[src/rtl/traffic_mode_sequencer.sv]
// Pedestrian/emergency request sequencer driving the traffic controller mode input.
// Optional safety fault detection on light/walk feedback is enabled by TMS_FAULT_DETECT_EN.
//
// state      | meaning
// S_IDLE     | normal mode, waiting for emergency or pending walk request
// S_PED_WAIT | pedestrian mode requested, waiting for controller walk ack
// S_PED_WALK | walk acknowledged, holding pedestrian mode for WALK_CYCLES
// S_GAP      | forced normal mode for MIN_GAP cycles after a walk or timeout
// S_EMERG    | emergency mode, held while requested plus EMERG_HOLD cycles
module traffic_mode_sequencer #(
  parameter int DEBOUNCE_CYCLES = 4,
  parameter int WALK_CYCLES     = 20,
  parameter int ACK_TIMEOUT     = 16,
  parameter int MIN_GAP         = 30,
  parameter int EMERG_HOLD      = 8
) (
  input  logic       clk,
  input  logic       rst_n,
  input  logic       ped_req,
  input  logic       emerg_req,
  input  logic       pedestrian_signal,
  input  logic [1:0] ns_light,
  input  logic [1:0] ew_light,
  output logic [1:0] mode,
  output logic       ped_pending,
  output logic       ped_done,
  output logic       ped_timeout,
  output logic       fault
);

  localparam int MAX_AB  = (DEBOUNCE_CYCLES > WALK_CYCLES) ? DEBOUNCE_CYCLES : WALK_CYCLES;
  localparam int MAX_CD  = (ACK_TIMEOUT > MIN_GAP) ? ACK_TIMEOUT : MIN_GAP;
  localparam int MAX_ABCD = (MAX_AB > MAX_CD) ? MAX_AB : MAX_CD;
  localparam int MAX_P   = (MAX_ABCD > EMERG_HOLD) ? MAX_ABCD : EMERG_HOLD;
  localparam int CW      = $clog2(MAX_P + 1);

  localparam logic [CW-1:0] DEB_LAST  = CW'(DEBOUNCE_CYCLES - 1);
  localparam logic [CW-1:0] DEB_FULL  = CW'(DEBOUNCE_CYCLES);
  localparam logic [CW-1:0] WALK_LAST = CW'(WALK_CYCLES - 1);
  localparam logic [CW-1:0] ACK_LAST  = CW'(ACK_TIMEOUT - 1);
  localparam logic [CW-1:0] GAP_LAST  = CW'(MIN_GAP - 1);
  localparam logic [CW-1:0] HOLD_LAST = CW'(EMERG_HOLD - 1);
  localparam logic [CW-1:0] CNT_MAX   = '1;
  localparam logic [CW-1:0] CNT_ONE   = CW'(1);

  typedef enum logic [2:0] {
    S_IDLE,
    S_PED_WAIT,
    S_PED_WALK,
    S_GAP,
    S_EMERG
  } state_t;

  state_t        state, state_nxt;
  logic [CW-1:0] cnt, cnt_nxt, cnt_inc;
  logic [CW-1:0] deb_cnt;
  logic [1:0]    sync_q;
  logic          ped_sync;
  logic          deb_fire;
  logic          done_nxt, timeout_nxt, pend_nxt;
  logic          force_emerg;

  function automatic logic [1:0] mode_of(state_t s);
    case (s)
      S_PED_WAIT, S_PED_WALK: return 2'b01;
      S_EMERG:                return 2'b10;
      default:                return 2'b00;
    endcase
  endfunction

  always_ff @(posedge clk or negedge rst_n) begin
    if (!rst_n) sync_q <= 2'b00;
    else        sync_q <= {sync_q[0], ped_req};
  end

  assign ped_sync = sync_q[1];

  // Counter parks at DEB_FULL while held so a held button fires exactly once.
  assign deb_fire = ped_sync && (deb_cnt == DEB_LAST);

  always_ff @(posedge clk or negedge rst_n) begin
    if (!rst_n)                 deb_cnt <= '0;
    else if (!ped_sync)         deb_cnt <= '0;
    else if (deb_cnt != DEB_FULL) deb_cnt <= deb_cnt + CNT_ONE;
  end

`ifdef TMS_FAULT_DETECT_EN
  logic fault_q, fault_hit;

  assign fault_hit = ((ns_light != 2'b00) && (ew_light != 2'b00)) ||
                     (pedestrian_signal && ((ns_light != 2'b00) || (ew_light != 2'b00))) ||
                     (ns_light == 2'b11) || (ew_light == 2'b11);

  always_ff @(posedge clk or negedge rst_n) begin
    if (!rst_n) fault_q <= 1'b0;
    else        fault_q <= fault_q | fault_hit;
  end

  assign force_emerg = fault_hit | fault_q;
  assign fault       = fault_q;
`else
  logic unused_lights;
  assign unused_lights = ^{ns_light, ew_light};
  assign force_emerg   = 1'b0;
  assign fault         = 1'b0;
`endif

  assign cnt_inc = (cnt == CNT_MAX) ? cnt : cnt + CNT_ONE;

  always_comb begin
    state_nxt   = state;
    cnt_nxt     = cnt_inc;
    done_nxt    = 1'b0;
    timeout_nxt = 1'b0;
    case (state)
      S_IDLE: begin
        cnt_nxt = '0;
        if (ped_pending) state_nxt = S_PED_WAIT;
      end
      S_PED_WAIT: begin
        if (pedestrian_signal) begin
          state_nxt = S_PED_WALK;
          cnt_nxt   = '0;
        end else if (cnt == ACK_LAST) begin
          timeout_nxt = 1'b1;
          state_nxt   = S_GAP;
          cnt_nxt     = '0;
        end
      end
      S_PED_WALK: begin
        if (cnt == WALK_LAST) begin
          done_nxt  = 1'b1;
          state_nxt = S_GAP;
          cnt_nxt   = '0;
        end
      end
      S_GAP: begin
        if (cnt == GAP_LAST) begin
          state_nxt = S_IDLE;
          cnt_nxt   = '0;
        end
      end
      S_EMERG: begin
        if (emerg_req) begin
          cnt_nxt = '0;
        end else if (cnt == HOLD_LAST) begin
          state_nxt = S_IDLE;
          cnt_nxt   = '0;
        end
      end
      default: begin
        state_nxt = S_IDLE;
        cnt_nxt   = '0;
      end
    endcase
    // Emergency preempts everything; an interrupted walk leaves the request pending.
    if (emerg_req || force_emerg) begin
      state_nxt   = S_EMERG;
      cnt_nxt     = '0;
      done_nxt    = 1'b0;
      timeout_nxt = 1'b0;
    end
  end

  always_comb begin
    pend_nxt = ped_pending;
    if (done_nxt || timeout_nxt) pend_nxt = 1'b0;
    else if (deb_fire)           pend_nxt = 1'b1;
  end

  always_ff @(posedge clk or negedge rst_n) begin
    if (!rst_n) begin
      state       <= S_IDLE;
      cnt         <= '0;
      mode        <= 2'b00;
      ped_pending <= 1'b0;
      ped_done    <= 1'b0;
      ped_timeout <= 1'b0;
    end else begin
      state       <= state_nxt;
      cnt         <= cnt_nxt;
      mode        <= mode_of(state_nxt);
      ped_pending <= pend_nxt;
      ped_done    <= done_nxt;
      ped_timeout <= timeout_nxt;
    end
  end

endmodule

[config.mk]
export PLATFORM = sky130hd
export DESIGN_NAME = traffic_mode_sequencer
export DESIGN_NICKNAME = d
export VERILOG_FILES = /design/src/rtl/traffic_mode_sequencer.sv
export SDC_FILE = /design/constraint.sdc
export NUM_CORES = 1
export LEC_CHECK = 0
export ABC_AREA = 1
export CORE_AREA = 2 2 50 52
export CTS_CLUSTER_DIAMETER = 80
export DETAILED_ROUTE_END_ITERATION = 6
export DIE_AREA = 0 0 52 54
export PLACE_DENSITY = 0.71
export SLEW_MARGIN = 10
export SYNTH_ARGS = -nofsm -noshare
export SYNTH_HDL_FRONTEND = slang
export SYNTH_SLANG_ARGS = --single-unit
[constraint.sdc]
create_clock -name clk -period 2.1 [get_ports clk]
set_clock_uncertainty 0.15 [all_clocks]
set_input_delay 0.42 -clock clk [delete_from_list [all_inputs] [get_ports clk]]
set_output_delay 0.42 -clock clk [all_outputs]
set_load 0.01 [all_outputs]
==> results.sh <==
export IMPL_hold_path_class="register to register"
export IMPL_grt_pass1_vias=813
export IMPL_dr_pass1_iters=4
export IMPL_cp_top_family="buffers and inverters"
export IMPL_synthAdderAreaFrac=0.0465
export IMPL_synth_compound_area_share=0.0744
export IMPL_n_antenna_cell=0
export IMPL_grt_pass1_wl_mm=3.40
export IMPL_yosys_area_share_simple=0.306
export IMPL_powerDensity_mw_per_mm2=722
export IMPL_timing_hold_ws_ps=214
export IMPL_die_w_um=52
export IMPL_gp_congestion=0.876
export IMPL_muxShareOfSynthArea=0
export IMPL_cp_max_fo=3
export IMPL_overflow=0
export IMPL_syn_area_mm2=0.00108
export IMPL_finalSetupViolations=0
export IMPL_synth_top_family_by_area="simple AND/OR/NAND/NOR gates"
export IMPL_start_util=0.464
export IMPL_cap_violations=0
export IMPL_ys_types=23
export IMPL_grt_usage=0.165
export IMPL_dp_hpwl_mm=1.59
export IMPL_dpl_cell_area_mm2=0.00120
export IMPL_finalNonFillerCells=180
export IMPL_fin_ws_ps=290
export IMPL_ant_nets=0
export IMPL_io_pins=15
export IMPL_synth_seq_cells=20
export IMPL_grt_max_degree=21
export IMPL_fin_util=0.542
export IMPL_cts_sinks=20
export IMPL_yosysSeqAreaShare=0.465
export IMPL_cts_made_buffers=3
export IMPL_synth_top_area_share=0.465
export IMPL_tns_ps=0
export IMPL_slew_violations=0
export IMPL_leakagePower_nw=0.613
export IMPL_postCtsSetupRepairBufs=0
export IMPL_finalHoldViolCount=0
export IMPL_synthTopCellsByArea="dfrtp_1, nand2_1, nor2_1"
export IMPL_path_clk_slew_ps=120
export IMPL_path_class="register to primary output"
export IMPL_period_needed_ps=1810
export IMPL_cp_arrival_ps=1240
export IMPL_cts_root_buf="clkbuf_4"
export IMPL_synth_xor_area_frac=0.0244
export IMPL_pre_cts_ws_ps=324
export IMPL_critPathRequiredTime_ps=1530
export IMPL_cts_resized=0
export IMPL_syn_nets=150
export IMPL_fmax_mhz=553
export IMPL_cts_tree="yes"
export IMPL_drive_above_1_share=0.0933
export IMPL_port_buffers=9
export IMPL_fin_nets=164
export IMPL_clkLatencyLatePin_ps=290
export IMPL_routed_wl_mm=2.06
export IMPL_cp_slowest_stage_delay_ps=550
export IMPL_layout_common_cells="nand2_1, nor2_1, dfrtp_1"
export IMPL_start_kind="register"
export IMPL_path_cells="clkdlybuf4s50_1"
export IMPL_synth_largest_area_cell="dfrtp_1"
export IMPL_wire_per_inst_um=11.4
export IMPL_final_common_cell="nand2_1"
export IMPL_dieHeight_um=54
export IMPL_yosysWarnings=0
export IMPL_fp_coreArea_mm2=0.00232
export IMPL_ctsHoldBuffers=0
export IMPL_cpMaxStageDelayCell="clkdlybuf4s50_1"
export IMPL_finalPower_mw=0.907
export IMPL_finalCritPeriodShare=0.862
export IMPL_dp_cells=176
export IMPL_avgSynthCellArea_um2=7.85
export IMPL_worst_path_buf_inv=1
export IMPL_drcViolationCount=0
export IMPL_clockBufferDepth=2
export IMPL_antenna_found_initial=0
export IMPL_irDropWorstVdd_mv=0.431
export IMPL_drt_vias_per_instance=5.07
export IMPL_fin_area_mm2=0.00126
export IMPL_synthToLayoutAreaGrowth_pct=16.7
export IMPL_rows=18
export IMPL_rsz0062_at_grt="false"
export IMPL_syn_inst=137
export IMPL_cp_end_kind="primary output"
export IMPL_via_count=912
export IMPL_initialDrtViolationCount=18
export IMPL_dieArea_mm2=0.00281
export IMPL_status="completed"
export IMPL_h_tree_depth=1
[cell type report]
class                      instances  area, µm²
sequential                        20        500
multi-input combinational         95        489
clock buffer                       3       22.5
fill                             216       1060
tap                               30       37.5
clock inverter                     1       30.0
inverter                          21       78.8
timing repair buffer              10       97.6
[final timing paths]
| check | cells after the start | start | end | slack [ps] |
|---|---|---|---|---|
| max | 1 | ped_pending$_DFFE_PN0P_ | ped_pending | 290 |
| min | 0 | sync_q[0]$_DFF_PN0_ | sync_q[1]$_DFF_PN0_ | 210 |
| max reg2reg | 8 | cnt[0]$_DFF_PN0_ | cnt[2]$_DFF_PN0_ | 410 |
| min reg2reg | 0 | sync_q[0]$_DFF_PN0_ | sync_q[1]$_DFF_PN0_ | 210 |
| max in group asynchronous | 2 | rst_n | sync_q[1]$_DFF_PN0_ | 1280 |
| min in group asynchronous | 2 | rst_n | deb_cnt[3]$_DFFE_PN0P_ | 300 |
[Yosys cell counts]
| master | number |
|---|---|
| o21ai_2 | 1 |
| a21oi_1 | 3 |
| nand4_1 | 3 |
| nor3_2 | 1 |
| xnor2_1 | 1 |
| inv_1 | 19 |
| o21bai_1 | 1 |
| dfrtp_1 | 20 |
| conb_1 | 1 |
| clkinv_1 | 2 |
| nor3_1 | 1 |
| nor2_1 | 21 |
| nand2_1 | 25 |
| nand3_1 | 15 |
| a31oi_1 | 1 |
| buf_4 | 1 |
| xor2_1 | 2 |
| nand3_2 | 1 |
| nand2_2 | 4 |
| o21ai_0 | 7 |
| a21boi_0 | 1 |
| ha_1 | 4 |
| nor2_2 | 2 |
[per-layer routing]
| layer | part of all wire | vias to the layer above | global-route usage |
|---|---|---|---|
| met4 | 0.0058 | 0 | 0.0658 |
| met2 | 0.52 | 15 | 0.283 |
| li1 | - | 463 | - |
| met5 | 0 | - | 0 |
| met1 | 0.44 | 432 | 0.198 |
| met3 | 0.032 | 2 | 0.0444 |
[power breakdown]
part           internal (mW)  switching (mW)  leakage [nW]
clock network          0.193           0.116        0.0279
logic                 0.0570          0.0829         0.331
registers              0.420          0.0385         0.254
[registers in the layout (all words and copies together) (netlist names)]
signal and count:
cnt 5, ped_timeout 1, ped_done 1, mode 2
state 3, ped_pending 1, deb_cnt 5, sync_q 2
[cell families (layout without fill, tap and decap cells)]
group	count (synthesis)	in the layout
compound gates	14	14
xor+xnor	3	3
fa+ha+maj	4	4
buf+inv	22	35
flops	20	20
other cells	1	1
simple gates	73	73
No activity file was read; power rests on OpenSTA's default activity.
